### src/rtl/regfile_wb_sched.sv
// ---------------------------------------------------------------------------
// regfile_wb_sched
//
// Write-back scheduler and storage controller for the Y86 register file.
// Up to two write-back requests per cycle (E path, then M path) are placed in
// an in-order pending queue. One queued write per cycle is committed into a
// single-write-port 15 x 64 register array. Two combinational read ports are
// served from committed storage, optionally bypassing from the pending queue.
// After reset the array is cleared one register per cycle before writes are
// accepted.
//
// Parameters:
//   DEPTH          pending-queue entries (2..8)
// Ports:
//   clk            system clock, rising edge
//   rst_n          synchronous active-low reset
//   wb_valid_e     E-path write request; dstE / valE destination and data
//   wb_valid_m     M-path write request; dstM / valM destination and data
//   wb_ready       both write paths may present this cycle
//   srcA / srcB    read selects (4'hF = none); valA / valB read data
//   rd_hazard_a/b  read select matches a pending entry (bypass disabled only)
//   init_done      register clear complete
//   pend_cnt       current queue occupancy
//
// Build option:
//   RF_BYPASS_EN   defined: reads forward from the youngest matching pending
//                  entry and the hazard outputs are tied low.
//                  undefined: reads return committed storage only and the
//                  hazard outputs flag pending writes to the selected register.
// ---------------------------------------------------------------------------
module regfile_wb_sched #(
    parameter int DEPTH = 4
) (
    input  logic        clk,
    input  logic        rst_n,
    input  logic        wb_valid_e,
    input  logic [3:0]  dstE,
    input  logic [63:0] valE,
    input  logic        wb_valid_m,
    input  logic [3:0]  dstM,
    input  logic [63:0] valM,
    output logic        wb_ready,
    input  logic [3:0]  srcA,
    input  logic [3:0]  srcB,
    output logic [63:0] valA,
    output logic [63:0] valB,
    output logic        rd_hazard_a,
    output logic        rd_hazard_b,
    output logic        init_done,
    output logic [3:0]  pend_cnt
);

    typedef enum logic {ST_INIT, ST_RUN} state_t;

    typedef struct packed {
        logic [3:0]  dst;
        logic [63:0] val;
    } entry_t;

    localparam logic [3:0] REG_NONE  = 4'hF;
    localparam logic [3:0] LAST_REG  = 4'd14;
    localparam logic [3:0] READY_MAX = 4'(DEPTH - 2);

    state_t      state_q, state_d;
    logic [3:0]  clr_ptr_q, clr_ptr_d;
    logic [3:0]  cnt_q, cnt_d;
    entry_t      queue_q [DEPTH];
    entry_t      queue_d [DEPTH];
    logic [63:0] regs_q  [15];

    logic        acc_e, acc_m, pop;
    logic        rf_we;
    logic [3:0]  rf_addr;
    logic [63:0] rf_data;
    logic [3:0]  base_e, base_m;

    // Control: clear sequencing in INIT, one commit per cycle in RUN.
    // NOTE: every signal written in a combinational block gets a default first,
    // so no path leaves it unassigned and no latch is inferred.
    always_comb begin
        state_d   = state_q;
        clr_ptr_d = clr_ptr_q;
        wb_ready  = 1'b0;
        pop       = 1'b0;
        rf_we     = 1'b0;
        rf_addr   = clr_ptr_q;
        rf_data   = '0;
        case (state_q)
            ST_INIT: begin
                rf_we = 1'b1;
                if (clr_ptr_q == LAST_REG) state_d = ST_RUN;
                else                       clr_ptr_d = clr_ptr_q + 4'd1;
            end
            ST_RUN: begin
                wb_ready = (cnt_q <= READY_MAX);
                pop      = (cnt_q != 4'd0);
                rf_we    = pop;
                rf_addr  = queue_q[0].dst;
                rf_data  = queue_q[0].val;
            end
            default: state_d = ST_INIT;
        endcase
    end

    // Requests to register 4'hF are accepted but never enqueued.
    assign acc_e = wb_valid_e && wb_ready && (dstE != REG_NONE);
    assign acc_m = wb_valid_m && wb_ready && (dstM != REG_NONE);

    // Shift queue: slot 0 is the head. After an optional pop shifts everything
    // down, E lands in the first free slot and M right behind it, so M commits
    // last on an equal destination.
    assign base_e = cnt_q - 4'(pop);
    assign base_m = base_e + 4'(acc_e);
    assign cnt_d  = cnt_q - 4'(pop) + 4'(acc_e) + 4'(acc_m);

    always_comb begin
        for (int i = 0; i < DEPTH; i++) begin
            queue_d[i] = queue_q[i];
            if (pop && i < DEPTH - 1) queue_d[i] = queue_q[i + 1];
            if (acc_e && base_e == 4'(i)) queue_d[i] = '{dst: dstE, val: valE};
            if (acc_m && base_m == 4'(i)) queue_d[i] = '{dst: dstM, val: valM};
        end
    end

    // NOTE: sequential state uses non-blocking assignments so every register
    // samples its inputs from the same edge regardless of statement order.
    always_ff @(posedge clk) begin
        if (!rst_n) begin
            state_q   <= ST_INIT;
            clr_ptr_q <= '0;
            cnt_q     <= '0;
        end else begin
            state_q   <= state_d;
            clr_ptr_q <= clr_ptr_d;
            cnt_q     <= cnt_d;
        end
    end

    // NOTE: queue payload and the register array carry no reset; occupancy
    // qualifies the queue and the INIT sweep clears the array, which keeps
    // both as plain storage with a single write port.
    always_ff @(posedge clk) begin
        queue_q <= queue_d;
        if (rst_n && rf_we) regs_q[rf_addr] <= rf_data;
    end

    assign init_done = (state_q == ST_RUN);
    assign pend_cnt  = cnt_q;

    // Read ports. Scanning oldest to youngest lets the youngest match win.
    logic hit_a, hit_b;
`ifdef RF_BYPASS_EN
    logic [63:0] byp_a, byp_b;
`endif

    always_comb begin
        hit_a       = 1'b0;
        hit_b       = 1'b0;
        valA        = '0;
        valB        = '0;
        rd_hazard_a = 1'b0;
        rd_hazard_b = 1'b0;
`ifdef RF_BYPASS_EN
        byp_a       = '0;
        byp_b       = '0;
`endif
        for (int i = 0; i < DEPTH; i++) begin
            if (4'(i) < cnt_q) begin
                if (queue_q[i].dst == srcA) begin
                    hit_a = 1'b1;
`ifdef RF_BYPASS_EN
                    byp_a = queue_q[i].val;
`endif
                end
                if (queue_q[i].dst == srcB) begin
                    hit_b = 1'b1;
`ifdef RF_BYPASS_EN
                    byp_b = queue_q[i].val;
`endif
                end
            end
        end
        if (init_done && srcA != REG_NONE) begin
`ifdef RF_BYPASS_EN
            valA = hit_a ? byp_a : regs_q[srcA];
`else
            valA        = regs_q[srcA];
            rd_hazard_a = hit_a;
`endif
        end
        if (init_done && srcB != REG_NONE) begin
`ifdef RF_BYPASS_EN
            valB = hit_b ? byp_b : regs_q[srcB];
`else
            valB        = regs_q[srcB];
            rd_hazard_b = hit_b;
`endif
        end
    end

endmodule

### config.mk
export PLATFORM = sky130hd
export DESIGN_NAME = regfile_wb_sched
export DESIGN_NICKNAME = d
export VERILOG_FILES = /design/src/rtl/regfile_wb_sched.sv
export SDC_FILE = /design/constraint.sdc
export NUM_CORES = 2
export LEC_CHECK = 0
export ABC_CLOCK_PERIOD_IN_PS = 8370
export CORE_ASPECT_RATIO = 1.4
export CORE_MARGIN = 2
export CORE_UTILIZATION = 52
export CTS_BUF_LIST = sky130_fd_sc_hd__clkbuf_16
export DETAILED_ROUTE_END_ITERATION = 10
export PLACE_DENSITY = 0.8
export SYNTH_ARGS = -nofsm -noshare
export SYNTH_HDL_FRONTEND = slang
export SYNTH_SLANG_ARGS = --single-unit
### constraint.sdc
create_clock -name clk -period 8.37 [get_ports clk]
set_input_delay 1.674 -clock clk [delete_from_list [all_inputs] [get_ports clk]]
set_output_delay 1.674 -clock clk [all_outputs]
set_load 0.01 [all_outputs]
## Yosys cells after proc, flatten, opt, wreduce, memory -nomap -nowiden

Memories as Yosys holds them, arrays and structs flattened.
Index checks and enable logic that the tools add are counted.

- RAM bits: 960
- Logic and storage cells: 105
- Output and inout bits: 136
- Flip-flop bits (word level): 281
- Memories kept: 1
- Bits of input ports: 148

Memory list:

| name | words | bits a word | rd ports | clocked after Yosys merged registers in | write ports | RTL line | RTL |
|---|---|---|---|---|---|---|---|
| regs_q | 15 | 64 | 2 | 0 | 1 | 69 | `logic [63:0] regs_q [15];` |

- Bitwise operators: 2
- Reductions and logical operators: 23
- Equality and inequality tests: 19
- Muxes and demuxes: 40
- Add/sub/neg operators: 4
- Magnitude comparators: 5

Operators with widths:

| cell | count |
|---|---|
| 68-bit two-way mux | 11 |
| 64-bit two-way mux | 3 |
| 4-bit == test | 8 |
| 1-bit two-way mux | 24 |
| 4-bit by 2-bit == test with 1-bit output (second input constant) | 4 |
| 4-bit inequality test (second input constant) | 4 |
| 1-bit logical AND | 15 |
| 3-bit nonzero test | 3 |
| 4-bit by 1-bit adder with 4-bit output | 2 |
| 4-bit by 1-bit == test with 1-bit output (second input constant) | 2 |
| 4-bit zero test | 2 |
| 1-bit by 4-bit less-than comparator with 1-bit output (first input constant) | 2 |
| 2-bit by 4-bit less-than comparator with 1-bit output (first input constant) | 2 |
| 4-bit by 1-bit adder with 4-bit output (second input constant) | 1 |
| 4-bit == test (second input constant) | 1 |
| 4-bit by 2-bit less-or-equal comparator with 1-bit output (second input constant) | 1 |
| 4-bit two-way mux | 1 |
| 4-bit nonzero test | 1 |
| 4-bit by 1-bit subtractor with 4-bit output | 1 |
| 1-bit NOT | 2 |
| 1-bit case mux with 2 select lines | 1 |
| 2-bit AND reduction | 1 |
| 2-bit nonzero test | 1 |

## Longest topological paths before layout

- Depth after elaboration: 10
- Depth in mapped cells: 14
- Mapped depth without buffers: 11

## Least setup slack after synthesis

Ideal clock, no wire load.

- Path kind: in2reg
- Start: input port dstE[3]
- End: register queue_q[0] in the netlist's numbering (enable)
- Path buffers: 0
- Data arrival time: 6.950 ns
- Stages: 5
- Data required time: 7.782 ns
- Slack: 0.832 ns
- Setup time: 0.588 ns
- Cells stage by stage: nand4_1 -> nand4_2 -> nor3_1 -> nand2_1 -> o21ai_0

- Word-level cells in the longest chain between the ends: 6
- Elaborated cells on any way between the ends: 7
- Those cells by class: 1 x add/sub; 2 x eq/ne; 4 x reduce/logical

RTL lines:

| element | RTL line | RTL |
|---|---|---|
| start: declaration | 37 | `input logic [3:0] dstE,` |
| 4-bit inequality test (*) | 106 | `assign acc_e = wb_valid_e && wb_ready && (dstE != REG_NONE);` |
| 1-bit logical AND (*) | 106 |  |
| 4-bit by 1-bit adder with 4-bit output | 113 | `assign base_m = base_e + 4'(acc_e);` |
| 4-bit by 2-bit == test with 1-bit output | 121 | `if (acc_m && base_m == 4'(i)) queue_d[i] = '{dst: dstM, val: valM};` |
| 1-bit logical AND | 121 |  |
| 2-bit nonzero test (no line) (*) | - |  |
| end signal: assignment | 143 | `queue_q <= queue_d;` |
| end: declaration | 67 | `entry_t queue_q [DEPTH];` |

Mark *: on every way between the ends. The rest lies on a longest branch, timed or not.
A chain may end at the register's enable or synchronous reset.

## Worst setup path after layout

- Start: input port srcB[1]
- End: output port valB[21]

- Word-level cells in the longest chain between the ends: 3
- Elaborated cells on any way between the ends: 4
- Those cells by class: 1 x eq/ne; 1 x mux; 1 x reduce/logical; 1 x memory

RTL lines:

| element | RTL line | RTL |
|---|---|---|
| start: declaration | 44 | `input logic [3:0] srcB,` |
| branches (longest 2 deep; another with memory 15 x 64 bit) | - |  |
| 64-bit two-way mux (*) | 191 | `if (init_done && srcB != REG_NONE) begin` |
| end: declaration | 46 | `output logic [63:0] valB,` |

Mark *: on every way between the ends.

==> flow_metrics.tcl <==
set metrics [dict create \
    port_buffers 283 \
    final_nets 3603 \
    drcViolationCount 0 \
    p_switching_mw 2.72 \
    outcome "finished clean" \
    p_leak_nw 21.2 \
    critPathLaunchType "input pin" \
    synth_flop_cell "edfxtp_1" \
    max-cap-violations 0 \
    overflow 0 \
    initial_core_util_pct 52.3 \
    dieArea_sq_um 118000 \
    sw_frac_of_total_pct 21.3 \
    antenna_found_initial 15 \
    ys_ff_latch 1241 \
    viasPerCell 6.50 \
    path_clk_slew_ns 0.06 \
    cts_hold_buf 0 \
    drtIter0Drc 3599 \
    grt_max_degree 119 \
    synth-edff-count 1232 \
    num_rows 147 \
    worstHoldPathType "flop to flop" \
    post_cts_buffers 0 \
    fmax_mhz 157 \
    layout-drive-gt1-share_pct 35.6 \
    period_needed_ns 6.39 \
    hold_viol_final 0 \
    cts_sinks 1241 \
    cp-end-kind "primary output" \
    fin_ws_ns 1.98 \
    ys_seq_area_share_pct 62.1 \
    fin_skew_ns 0.0227 \
    ir_drop_mv 0.185 \
    yosysTopAreaCellShare_pct 61.8 \
    cts_buffers 112 \
    via_count 32700 \
    postRouteAntennaNets 0 \
    maxSlewViolCount 0 \
    fin_setup_tns_ns 0 \
    cp.arrival_ns 4.71 \
    post_synth.cell_area_avg_sq_um 18.6 \
    yosysUniqueCellTypes 46 \
    cp.required_ns 6.70 \
    mostFrequentLayoutCells "1232 x edfxtp_1, 512 x mux4_2, 458 x mux2_2, 275 x clkdlybuf4s50_1, 138 x nand2_1" \
    syn_nets 3367 \
    cts.path.max_buffers 3 \
    die_w_microns 291 \
    io_pins 284 \
    fin_crit_sh_pct 76.3 \
    synth_area_leaders "edfxtp_1 62%, mux4_2 19%, mux2_2 8.6%, mux2i_1 2.2%, nor2b_1 1.4%" \
    mostFrequentLayoutCell "edfxtp_1" \
    cts-resized-gates 0 \
    hpwlAfterDp_microns 87100 \
    min_from "clr_ptr_q[3]" \
    power_frac_comb_pct 6.5 \
    synth_top_area_cell "edfxtp_1" \
    finalSetupViolations 0 \
    core_region_area_sq_um 114000 \
    wl_microns 152000 \
    slew_headroom_pct 27.8 \
    worstSkewPairLatency_ns 0.72 \
    clock-root-buffer "clkbuf_16" \
    yosys_warnings 0 \
    place.gp.congestion 0.768 \
    intPower_mw 10.0 \
    worst_pin_slew_ns 1.08 \
    grt_first_pass_wirelength_microns 223000 \
    synth-async-reset-ratio_pct 0 \
    path_max_fanout 118 \
    synth_cells 3212 \
    first_pass_iters 5 \
    rsz0062_at_grt "false" \
    avgRoutedWirePerCell_microns 30.2 \
    clkPwrFrac_pct 39.9 \
    powerDensity_nw_per_um2 187 \
    die_h_microns 406 \
    htree_levels 3 \
    grt_pass1_vias 33900 \
    grt_util_all_layers_pct 25.9 \
    syn2layout_area_growth_pct 13.8 \
    cts_tree "built" \
    r2r_start "pend_cnt[2]" \
    dp_slack_ns 1.88 \
    p_seq_share_pct 53.6 \
    startpoint "srcB[1]" \
    path_class "input pin to primary output" \
    netlist_area_sq_um 59900 \
]
[worst max-delay path, stage by stage]
cell and delay [ns]:
buf_8 0.51, buf_12 0.57, mux4_2 0.42, mux4_2 0.48, nor2b_1 0.24, clkdlybuf4s50_1 0.58
[Yosys cell counts, types with 3 or more instances]
library cell,number
edfxtp_1,1232
mux4_2,512
mux2_2,458
nand2_1,142
nor2b_1,132
o21ai_0,130
clkbuf_1,129
mux2i_1,129
and2_1,70
buf_1,60
buf_2,45
xor2_1,28
nor2_1,22
mux2_4,18
xnor2_1,11
dfxtp_1,9
a31oi_1,8
inv_1,8
ha_1,7
nand4_1,7
nor3_1,7
nand3_1,6
buf_4,4
nand4b_1,4
nor4_1,4
a21oi_1,3
buf_6,3
o22ai_1,3
[final timing paths]
path / depth (start not counted) / end / slack [ns]
worst max-delay path: 6 / valB[21] / 1.98
worst min-delay path: 2 / clr_ptr_q[2] / 0.55
worst max register to register: 12 / queue_q[83] / 2.42
worst min register to register: 2 / clr_ptr_q[2] / 0.55
[state kept, by name, summed over array words and instances (netlist names)]
name	cells
clr_ptr_q	4
queue_q	272
init_done	1
regs_q	960
pend_cnt	4
[metrics by stage]
step | cells | power, mW | utilization [%] | instance area [sq um] | hold WS (ns)
finish | 5038 | 12.8 | 59.6 | 68200 | 0.547
global route | 5038 | 13.1 | 59.6 | 68200 | 0.571
CTS | 5034 | 12.8 | 59.6 | 68200 | 0.540
detailed placement | 4824 | 7.82 | 56.4 | 64600 | 0.520
global placement | 4824 | 7.80 | 56.4 | 64600 | 0.504
floorplan | 3212 | 7.51 | - | 59900 | 0.469
[power by group through the flow]
stage | clock [mW] | combinational [mW] | sequential (mW)
3_5_place_dp | 0 | 0.838 | 6.98
6_report | 5.09 | 0.832 | 6.85
4_1_cts | 5.15 | 0.841 | 6.85
2_1_floorplan | 0 | 0.540 | 6.97
5_1_grt | 5.37 | 0.878 | 6.85
3_3_place_gp | 0 | 0.832 | 6.97
[layout make-up]
| type | count | area [sq um] |
|---|---|---|
| clock buffers | 114 | 2850 |
| inverters | 8 | 30.0 |
| repair buffers | 363 | 3610 |
| multi-input cells | 1722 | 21900 |
| clock inverters | 96 | 746 |
| diodes | 4 | 10.0 |
| well taps | 1490 | 1860 |
| flip-flops and latches | 1241 | 37200 |
| fillers | 8225 | 46200 |
[metal layers]
metal / up-vias / global-route usage (%) / part of all wire (%)
li1: 13700 / - / -
met1: 17100 / 33.7 / 37
met2: 1706 / 43.7 / 51
met3: 253 / 5.22 / 9.2
met4: 6 / 9.07 / 3.0
met5: - / 0 / 0.027
[logic make-up (layout without fill, tap and decap cells)]
family | count (synthesis) | count (layout) | synth area share (%)
compound gates | 151 | 151 | 1.36
xor+xnor | 40 | 40 | 0.610
fa+ha+maj | 7 | 7 | 0.146
buf+inv | 249 | 581 | 1.72
flops | 1241 | 1241 | 62.1
mux | 1117 | 1117 | 30.5
other cells | 0 | 4 | 0
simple gates | 407 | 407 | 3.61
Power figures use the tool's default switching activity.
